$ cat config.mk
export PLATFORM = sky130hd
export DESIGN_NAME = product_accumulator
export DESIGN_NICKNAME = d
export VERILOG_FILES = /design/src/rtl/product_accumulator.sv
export SDC_FILE = /design/constraint.sdc
export NUM_CORES = 1
export LEC_CHECK = 0
export CAP_MARGIN = 0
export CORE_UTILIZATION = 56
export DETAILED_ROUTE_END_ITERATION = 8
export MAX_ROUTING_LAYER = met4
export PLACE_DENSITY = 0.84
export SLEW_MARGIN = 15
export SYNTH_ARGS = -nofsm -noshare
export SYNTH_HDL_FRONTEND = slang
export SYNTH_SLANG_ARGS = --single-unit
$ cat constraint.sdc
create_clock -name clk -period 2.85 [get_ports clk]
set_input_delay 0.57 -clock clk [delete_from_list [all_inputs] [get_ports clk]]
set_output_delay 0.57 -clock clk [all_outputs]
set_load 0.01 [all_outputs]
$ cat src/rtl/product_accumulator.sv
// product_accumulator: sums COUNT consecutive multiplier products into one
// registered result with a valid/ready output and an overflow flag.
// Optional feature macro: PRODUCT_ACCUMULATOR_SATURATE_EN (saturating adds).
module product_accumulator #(
    parameter int unsigned PW    = 8,
    parameter int unsigned ACC_W = 10,
    parameter int unsigned COUNT = 8
) (
    input  logic             clk,
    input  logic             rst,
    input  logic [PW-1:0]    p_in,
    input  logic             p_valid,
    output logic             p_ready,
    input  logic             clear,
    output logic [ACC_W-1:0] sum_out,
    output logic             sum_valid,
    input  logic             sum_ready,
    output logic             ovf
);

    localparam int unsigned CNT_W = $clog2(COUNT);
    localparam int unsigned SUM_W = ACC_W + 1;
    localparam logic [CNT_W-1:0] CNT_LAST = CNT_W'(COUNT - 1);

    typedef enum logic {
        ACCUM = 1'b0,
        HOLD  = 1'b1
    } state_t;

    state_t             state_q, state_d;
    logic [ACC_W-1:0]   acc_q, acc_d;
    logic [CNT_W-1:0]   cnt_q, cnt_d;
    logic               ovf_acc_q, ovf_acc_d;
    logic [ACC_W-1:0]   sum_q, sum_d;
    logic               ovf_q, ovf_d;

    logic [SUM_W-1:0]   add_full;
    logic [ACC_W-1:0]   add_res;
    logic               add_carry;
    logic               accept;

    // Handshake flags decode straight from state so sum_ready never reaches p_ready
    assign p_ready   = (state_q == ACCUM);
    assign sum_valid = (state_q == HOLD);
    assign sum_out   = sum_q;
    assign ovf       = ovf_q;
    assign accept    = p_valid & p_ready;

    // Adder with carry-out; wrap or saturate depending on build
    always_comb begin
        add_full  = {1'b0, acc_q} + SUM_W'(p_in);
        add_carry = add_full[ACC_W];
`ifdef PRODUCT_ACCUMULATOR_SATURATE_EN
        add_res   = add_carry ? {ACC_W{1'b1}} : add_full[ACC_W-1:0];
`else
        add_res   = add_full[ACC_W-1:0];
`endif
    end

    // Next-state logic: accumulate in ACCUM, hold the result in HOLD
    always_comb begin
        state_d   = state_q;
        acc_d     = acc_q;
        cnt_d     = cnt_q;
        ovf_acc_d = ovf_acc_q;
        sum_d     = sum_q;
        ovf_d     = ovf_q;

        unique case (state_q)
            ACCUM: begin
                if (clear) begin
                    // clear wins over a simultaneously accepted product
                    acc_d     = '0;
                    cnt_d     = '0;
                    ovf_acc_d = 1'b0;
                end else if (accept) begin
                    if (cnt_q == CNT_LAST) begin
                        sum_d     = add_res;
                        ovf_d     = ovf_acc_q | add_carry;
                        state_d   = HOLD;
                        acc_d     = '0;
                        cnt_d     = '0;
                        ovf_acc_d = 1'b0;
                    end else begin
                        acc_d     = add_res;
                        ovf_acc_d = ovf_acc_q | add_carry;
                        cnt_d     = cnt_q + CNT_W'(1);
                    end
                end
            end
            HOLD: begin
                if (sum_ready) begin
                    state_d = ACCUM;
                end
            end
            default: state_d = ACCUM;
        endcase
    end

    // State registers with synchronous active-high reset
    always_ff @(posedge clk) begin
        if (rst) begin
            state_q   <= ACCUM;
            acc_q     <= '0;
            cnt_q     <= '0;
            ovf_acc_q <= 1'b0;
            sum_q     <= '0;
            ovf_q     <= 1'b0;
        end else begin
            state_q   <= state_d;
            acc_q     <= acc_d;
            cnt_q     <= cnt_d;
            ovf_acc_q <= ovf_acc_d;
            sum_q     <= sum_d;
            ovf_q     <= ovf_d;
        end
    end

endmodule

==> flow_summary_export.csv, run 1 <==
group,metric,value,unit
run_status,run_status,"finished clean",
sta,finClkSkew,8.991,ps
sta,period_needed,2315,ps
synthesis,leading_cell_types_by_total_area_after_synthesis,"dfxtp_1 35%, ha_1 8.5%, a21oi_1 5.4%",
worst_hold_path,timing.hold.worst_path_depth,2,
sta,setup_viol_count_final,0,
synthesis,synth.ff_latch_count,26,
global_route,grt_start_max_net_pins,23,
global_route,first_pass_grt_wire_length,5.492,mm
synthesis,async_reset_ff_frac,0,
layout,final_cell_area,0.001774,mm2
clock_network,clockRootBuffer,"clkbuf_4",
critical_path,reg2reg_slack,750,ps
detailed_routing,drt_pre_antenna_iters,4,
layout,layout_filler_cell_count,211,
synthesis,yosys.cell_types.count,45,
die,initial_core_utilization,0.5944,
die,core_area,0.002477,mm2
layout,antenna-diode-count,0,
critical_path,worstPathMaxFanout,5,
die,placement_rows,18,
layout,mostFrequentLayoutCell,"dfxtp_1",
critical_path,rr_worst_depth,5,
synthesis,synth_fp_nets,201,
critical_path,required,3080,ps
sta,worst_slew_pin_slew,511.9,ps
sta,fin_hold_ws,470.2,ps
die,die_h,53.28,um
sta,worst_slew_margin_rel,0.6577,
power,power_density_over_the_cells,363.9,mW/mm2
clock_network,ctsResizeCount,0,
place,dp.cells,226,
layout,layout_common_cells,"26 x dfxtp_1, 25 x clkdlybuf4s50_1, 17 x nand2_1",
clock_network,clock_latency,320,ps
clock_network,htreeDepth,1,
detailed_routing,routedWlPerCell,15.15,um
detailed_routing,vias,1427,
worst_hold_path,hold-path-endpoint,"sum_out[1]",
detailed_routing,drt_iter0_drc,34,
sta,layout_worst_path_cycle_share,0.8122,
die,die_x,53.28,um
global_route,grt_pass1_vias,1259,
synthesis,synth_top_area_cell,"dfxtp_1",
place,globalplace.congestion,0.8203,
sta,timing.final.max_slew_violations,0,
critical_path,timing.critical_path.to_type,"flop",
synthesis,yosys_warnings,0,
worst_hold_path,timing.hold.worst.class,"reg2reg",
detailed_routing,drt-total-wl,3.470,mm
clock_network,cts_inserted_buffers,3,
place,port_buffers,25,
global_route,global_route.usage.total,0.2718,
critical_path,reg2reg_from,"cnt_q[0]",
detailed_routing,route.antenna.remaining_nets,0,
layout,flow.area_growth_from_synthesis,20.48,%
sta,setup_repair_after_global_routing_missed_its_margin,"no",
worst_hold_path,worst_hold_startpoint,"sum_out[1]",
critical_path,critical_path.reg2reg.endpoint,"acc_q[4]",
place,placed_cell_area,0.001752,mm2
die,num_io_pins,26,
critical_path,critPathLaunchType,"input port",
layout,design.final.nets,225,
sta,setup_tns,0,ps
place,place_hpwl,2.581,mm
clock_network,tritoncts,"done",
sta,finalHoldViolCount,0,
layout,final-instance-count-excl-fill,229,
layout,drive_gt1_frac,0.04523,
synthesis,syn-cell-area,0.001473,mm2
clock_network,cts.sink_count,26,
critical_path,worst_path_class_setup,"in2reg",
layout,final_core_utilization,0.7162,
clock_network,worst_setup_hold_path_clk_slew,140,ps
synthesis,post_synth_edffs,0,
synthesis,yosysSeqAreaShare,0.3534,
global_route,number_of_antenna_violations_at_the_first_check_in_global_routing,0,
clock_network,cts-root-to-sink-buffers,2,
global_route,grt_remaining_overflow,0,
clock_network,cts_hold_buf,0,
power,power_leakage,0.6330,nW
sta,maxClockFrequency,0.4320,GHz
synthesis,synthesis.area_per_instance,8.320,um2
synthesis,netlist.area_leader.share,0.3534,
clock_network,cts_post_setup_buffers_inserted,0,
synthesis,postSynthCellCount,177,
synthesis,ys.flop_type,"dfxtp_1",
critical_path,worstPathArrival,2550,ps
run,max_capacitance_violation_count,0,
die,die_area,0.002839,mm2
detailed_routing,detail_route.vias_per_cell,6.231,
power,power.ir.vdd_worst,0.2996,mV
detailed_routing,route.detailed.drc,0,
-- worst max path at each step --
stage / from / end / slack (ps) / cells after the start
after floorplan: p_in[0] / sum_out[8] / 780 / 6
final: p_in[0] / ovf / 540 / 7
after global placement: p_in[0] / sum_out[8] / 300 / 7
after CTS: p_in[0] / ovf / 560 / 7
after global routing: p_in[0] / ovf / 480 / 7
after detailed placement: p_in[0] / ovf / 230 / 7
-- critical path, cell delays in order --
cell	delay (ps)
clkdlybuf4s50_1	460
ha_1	220
fa_1	230
nand3_1	140
a211oi_1	460
o211ai_1	220
a211oi_1	250
-- layout make-up --
type                    instances  area [um2]  share of cell area
clock buffers                   3       22.52             0.01269
inverters                       1       3.754            0.002116
multi-input cells             140       909.6              0.5127
flip-flops and latches         26       520.5              0.2934
well taps                      30       37.54             0.02116
repair buffers                 29       280.3              0.1580
-- state kept, by name, summed over array words and instances, names as in the netlist --
name and cells:
acc_q 10, cnt_q 3, ovf_acc_q 1, ovf 1
sum_valid 1, sum_out 10
-- synth_stat cells (3+ instances only) --
master    number
nor3_1         4
nand2b_1       4
o21ai_0       10
nand3b_1       8
nand3_1        5
nor2_1        15
clkbuf_1       9
a211oi_1       5
ha_1          10
a21oi_1       16
o211ai_1       3
dfxtp_1       26
nand2_1       17
or3_1          6
-- layer usage --
| metal | track usage | share of wire | wire length (um) | vias up |
|---|---|---|---|---|
| met5 | - | 0 | 0 | - |
| met4 | 0.07456 | 0.011 | 39 | 0 |
| met3 | 0.04310 | 0.031 | 106 | 6 |
| met2 | 0.4583 | 0.48 | 1666 | 42 |
| met1 | 0.3322 | 0.48 | 1657 | 676 |
| li1 | - | - | - | 703 |
-- through the flow --
stage               power (mW)  setup WS, ps
global placement        0.4910         296.7
finish                  0.6456         535.2
global route            0.6810         480.5
floorplan               0.4554         783.0
detailed placement      0.4946         232.0
CTS                     0.6470         561.4
-- logic make-up (layout without fill, tap and decap cells) --
logic type	Yosys count	in the layout	share of synthesized area
and+or+nand+nor	74	74	0.2787
AOI/OAI and AO/OA	53	53	0.2286
DFF	26	26	0.3534
adders and majority gates	11	11	0.09856
buffers and inverters	11	33	0.02888
xor gates and xnor gates	2	2	0.01190
-- power breakdown --
part / internal [mW] / switching, mW / leakage (nW)
logic: 0.0521 / 0.0625 / 0.409
registers: 0.370 / 0.00462 / 0.210
clock network: 0.0495 / 0.107 / 0.0138
No activity file was read; power rests on OpenSTA's default activity.
==> run 2, diff against run 1 <==
CORE_UTILIZATION = 47   (was 56)
PLACE_DENSITY = 0.75   (was 0.84)
clock period = 2 ns   (was 2.85 ns; I/O delays follow)
==> run 2 against run 1 <==
  * The flow now finishes with violations (design-rule violations)
  * Worst setup slack got worse by 470 ps
  * Combinational power increased by 72%
  * Non-clock buffer count increased by 23
  * Clock skew increased by 13 ps
  * Sequential cell count unchanged
  * Worst hold slack got worse by 6.7 ps
  * Via count increased by 4.6%
  * Cell count increased by 11%
  * Wire length increased by 9.3%
  * Sequential power increased by 43%
  * Critical path type unchanged
  * Critical endpoint is now sum_out[8]
==> flow_summary_export.csv, run 2 (synthesized netlist as in run 1, its figures left out) <==
group,metric,value,unit
run_status,run_status,"finished, violations left",
run_status,failing_checks,"design-rule violations",
global_route,grt_start_max_net_pins,17,
die,die_x,57.98,um
die,num_io_pins,26,
critical_path,rr_worst_depth,8,
critical_path,timing.critical_path.to_type,"flop",
run,max_capacitance_violation_count,0,
layout,drive_gt1_frac,0.1883,
layout,antenna-diode-count,0,
detailed_routing,drt-total-wl,3.791,mm
die,initial_core_utilization,0.5162,
die,placement_rows,19,
detailed_routing,drt_iter0_drc,89,
critical_path,reg2reg_from,"cnt_q[0]",
power,fraction_of_power_consumed_by_sequential_logic,0.484,
die,die_area,0.003361,mm2
layout,mostFrequentLayoutCell,"buf_4",
sta,finalHoldViolCount,0,
detailed_routing,route.antenna.remaining_nets,0,
power,p_sw_frac,0.2489,
sta,setup_tns,0,ps
place,globalplace.congestion,0.8820,
critical_path,critical_path.reg2reg.endpoint,"acc_q[9]",
power,power.ir.vdd_worst,0.3053,mV
global_route,grt_pass1_vias,1416,
power,share_clk_of_total_power,0.337,
detailed_routing,drt_pre_antenna_iters,7,
critical_path,critPathLaunchType,"input port",
worst_hold_path,timing.hold.worst.class,"reg2reg",
die,die_h,57.98,um
layout,final-instance-count-excl-fill,254,
power,totalPowerFinal,1.105,mW
detailed_routing,routedWlPerCell,14.93,um
sta,fin_hold_ws,463.5,ps
sta,worst_slew_pin_slew,427.6,ps
power,total_switching_power,0.2751,mW
power,power_leakage,0.7717,nW
critical_path,crit_end,"sum_out[8]",
layout,flow.area_growth_from_synthesis,37.72,%
global_route,number_of_antenna_violations_at_the_first_check_in_global_routing,0,
critical_path,worstPathMaxFanout,5,
power,comb_power_share,0.179,
sta,setup_viol_count_final,0,
clock_network,worst_setup_hold_path_clk_slew,160,ps
power,internal_power,0.8303,mW
sta,maxClockFrequency,0.5168,GHz
layout,final_cell_area,0.002028,mm2
global_route,grt_remaining_overflow,0,
layout,layout_common_cells,"26 x buf_4, 25 x dfxtp_1, 24 x clkdlybuf4s50_1",
clock_network,cts_post_setup_buffers_inserted,0,
sta,setup_repair_after_global_routing_missed_its_margin,"yes",
place,port_buffers,25,
sta,worst_slew_margin_rel,0.7119,
clock_network,cts_hold_buf,0,
clock_network,clockRootBuffer,"clkbuf_4",
sta,timing.final.max_slew_violations,0,
place,dp.cells,250,
global_route,global_route.usage.total,0.2484,
detailed_routing,detail_route.vias_per_cell,5.878,
die,core_area,0.002853,mm2
critical_path,worst_path_class_setup,"in2reg",
clock_network,tritoncts,"done",
place,place_hpwl,2.854,mm
critical_path,crit_path_start,"p_in[0]",
sta,period_needed,1935,ps
sta,finClkSkew,22.09,ps
critical_path,reg2reg_slack,130,ps
power,power_density_over_the_cells,545.0,mW/mm2
clock_network,cts.sink_count,26,
detailed_routing,vias,1493,
layout,design.final.nets,248,
critical_path,worstPathArrival,2230,ps
clock_network,cts-root-to-sink-buffers,2,
detailed_routing,route.detailed.drc,3,
worst_hold_path,timing.hold.worst_path_depth,2,
clock_network,cts_inserted_buffers,3,
critical_path,required,2300,ps
clock_network,htreeDepth,1,
clock_network,clock_latency,340,ps
place,placed_cell_area,0.001938,mm2
global_route,first_pass_grt_wire_length,6.237,mm
sta,layout_worst_path_cycle_share,0.9674,
[run 2: worst max-delay path, stage by stage]
cell and delay (ps):
clkdlybuf4s50_1 410, ha_2 210, fa_2 350, nand3_2 120, a211oi_2 100, or4_1 540
nand3_1 110
[run 2: worst min-delay path by stage]
| stage | startpoint | to |
|---|---|---|
| global route | sum_out[3] | sum_out[3] |
| CTS | sum_out[3] | sum_out[3] |
| floorplan | acc_q[4] | acc_q[4] |
| global placement | sum_out[1] | sum_out[1] |
| detailed placement | sum_out[3] | sum_out[3] |
| finish | sum_out[3] | sum_out[3] |
[run 2: timing repair]
action / in CTS / in global routing
pin swaps: 0 / 3
resized for setup: 3 / 7
setup endpoints to repair: 2 / 7
hold endpoints to repair: 0 / 0
[run 2: area by class of cell]
type	instances	area [um2]
Clock buffer	3	22.52
Timing Repair Buffer	52	467.9
Sequential cell	26	521.8
Inverter	1	3.754
Multi-Input combinational cell	140	943.4
Tap cell	31	38.79
Fill cell	237	824.5
Clock inverter	1	30.03
[run 2: stage by stage]
step,setup slack (ps),utilization
after floorplan,103.0,-
after global placement,-364.1,0.6794
after detailed placement,-430.1,0.6794
after CTS,9.857,0.7022
after global routing,-2.578,0.7110
final,65.20,0.7110
[run 2: metal layers]
| layer | GRT usage | vias up | part of all wire |
|---|---|---|---|
| li1 | - | 760 | - |
| met2 | 0.4122 | 47 | 0.48 |
| met3 | 0.03348 | 7 | 0.050 |
| met4 | 0.1088 | 0 | 0.016 |
| met1 | 0.3011 | 679 | 0.45 |
| met5 | - | - | 0 |
[run 2: power groups by stage]
stage	logic (mW)	clock network, mW	registers (mW)
detailed placement	0.186	0	0.546
CTS	0.192	0.376	0.535
finish	0.198	0.373	0.535
global placement	0.181	0	0.545
floorplan	0.105	0	0.544
global route	0.215	0.396	0.537
==> run 3, diff against run 2 <==
--- a/config.mk
+++ b/config.mk
@@ -11,4 +11,5 @@
 export MAX_ROUTING_LAYER = met4
 export PLACE_DENSITY = 0.75
+export SKIP_LAST_GASP = 1
 export SLEW_MARGIN = 15
 export SYNTH_ARGS = -nofsm -noshare
==> constraint.sdc (replaced) <==
create_clock -name clk -period 2 [get_ports clk]
set_input_delay 0.2 -clock clk [delete_from_list [all_inputs] [get_ports clk]]
set_output_delay 0.2 -clock clk [all_outputs]
set_load 0.01 [all_outputs]
==> run 3 against run 2 <==
  * The run still ends with design-rule violations left
  * Cell count decreased by 3.5%
  * Clock-buffer cell count increased by 1
  * Cell area decreased by 6.0%
  * Critical path type is now reg2reg
  * Highest routed layer unchanged
==> flow_summary_export.csv, run 3 (synthesized netlist as in run 1, its figures left out) <==
group,metric,value,unit
critical_path,critPathLaunchType,"flop",
sta,maxClockFrequency,0.5179,GHz
layout,drive_gt1_frac,0.1308,
critical_path,worstPathArrival,2220,ps
place,placed_cell_area,0.001843,mm2
clock_network,cts_inserted_buffers,3,
clock_network,clockRootBuffer,"clkbuf_4",
place,place_hpwl,2.673,mm
sta,timing.final.max_slew_violations,0,
run_status,run_status,"finished, violations left",
critical_path,worst_path_class_setup,"reg2reg",
detailed_routing,vias,1487,
clock_network,cts_hold_buf,0,
worst_hold_path,timing.hold.worst.class,"reg2reg",
die,core_area,0.002853,mm2
global_route,number_of_antenna_violations_at_the_first_check_in_global_routing,0,
layout,final_core_utilization,0.6684,
clock_network,cts.sink_count,26,
sta,finClkSkew,6.569,ps
worst_hold_path,worst_hold_startpoint,"sum_out[3]",
layout,layout_common_cells,"25 x dfxtp_1, 25 x clkdlybuf4s50_1, 18 x buf_4",
clock_network,tritoncts,"done",
run,max_capacitance_violation_count,0,
global_route,grt_start_max_net_pins,17,
critical_path,reg2reg_slack,70,ps
place,port_buffers,25,
layout,layout_filler_cell_count,238,
power,power_density_over_the_cells,523.0,mW/mm2
place,dpl_worst_slack,-179.7,ps
sta,worst_slew_pin_slew,498.2,ps
critical_path,crit_path_start,"acc_q[0]",
die,placement_rows,19,
die,die_h,57.98,um
power,power.ir.vdd_worst,0.4214,mV
sta,worst_slew_margin_rel,0.6648,
clock_network,cts-root-to-sink-buffers,2,
detailed_routing,drt_pre_antenna_iters,7,
power,power_leakage,0.7075,nW
die,initial_core_utilization,0.5162,
layout,antenna-diode-count,0,
run_status,failing_checks,"design-rule violations",
detailed_routing,route.detailed.drc,3,
critical_path,worstPathMaxFanout,5,
detailed_routing,drt-total-wl,3.658,mm
place,globalplace.congestion,0.8125,
sta,finalHoldViolCount,0,
die,die_area,0.003361,mm2
global_route,grt_pass1_vias,1355,
sta,period_needed,1931,ps
layout,final_cell_area,0.001907,mm2
clock_network,worst_setup_hold_path_clk_slew,140,ps
clock_network,htreeDepth,1,
critical_path,reg2reg_from,"acc_q[0]",
layout,design.final.nets,239,
critical_path,rr_worst_depth,6,
detailed_routing,route.antenna.remaining_nets,0,
sta,layout_worst_path_cycle_share,0.9654,
critical_path,timing.critical_path.to_type,"flop",
critical_path,required,2290,ps
detailed_routing,detail_route.vias_per_cell,6.069,
sta,setup_viol_count_final,0,
layout,flow.area_growth_from_synthesis,29.48,%
detailed_routing,drt_iter0_drc,57,
global_route,first_pass_grt_wire_length,5.858,mm
sta,worst_slack,69.25,ps
global_route,global_route.usage.total,0.2352,
worst_hold_path,timing.hold.worst_path_depth,2,
die,num_io_pins,26,
detailed_routing,routedWlPerCell,14.93,um
clock_network,clock_latency,330,ps
global_route,grt_remaining_overflow,0,
die,die_x,57.98,um
run 3: cell types whose count changed in the layout (fill, tap and decap cells not counted), sizes merged:
cell           previous run  this run
bufinv                    1         0
buf                      27        18
clkbuf                    3         4
dlymetal6s2s              1         0
clkdlybuf4s50            24        25
run 3: final timing paths:
check                    end
setup / recovery  sum_out[8]
hold / removal    sum_out[3]
setup reg to reg  sum_out[8]
hold reg to reg   sum_out[3]
run 3: through the flow:
stage,hold WS (ps),instances,power [mW],TNS [ps]
3_5_place_dp,451.5,239,0.7244,-1038
6_report,465.6,245,0.9972,0
4_1_cts,470.2,243,0.9956,0
2_1_floorplan,381.8,177,0.6489,0
5_1_grt,480.7,245,1.043,-6.368
3_3_place_gp,442.8,239,0.7176,-589.5
run 3: worst max-delay path, stage by stage (launching register included):
cell and delay [ps]:
dfxtp_1 350, ha_1 230, fa_1 400, nand3_1 180
a211oi_2 130, or4_1 510, nand3_1 90
run 3: timing repair:
action                     in CTS  in global routing
resized for setup               0                  4
setup endpoints to repair       0                  5
buffers inserted                0                  2
run 3: per-layer routing:
metal / share of wire / vias to the layer above / track usage
met4: 0.017 / 0 / 0.1088
met1: 0.43 / 702 / 0.2923
li1: - / 731 / -
met5: 0 / - / -
met2: 0.50 / 47 / 0.3826
met3: 0.058 / 7 / 0.02679
run 3: power by group:
| group | total, mW | leakage, nW | internal (mW) | switching, mW |
|---|---|---|---|---|
| Sequential | 0.535 | 0.211 | 0.528 | 0.00676 |
| Clock | 0.274 | 0.0210 | 0.112 | 0.162 |
| Combinational | 0.188 | 0.476 | 0.0921 | 0.0963 |
run 3: cell type report:
type                    instances  area [um2]  share of cell area
inverters                       1       3.754            0.001969
well taps                      31       38.79             0.02034
clock buffers                   4       36.28             0.01903
flip-flops and latches         26       521.8              0.2736
multi-input cells             140       920.9              0.4829
repair buffers                 43       385.4              0.2021
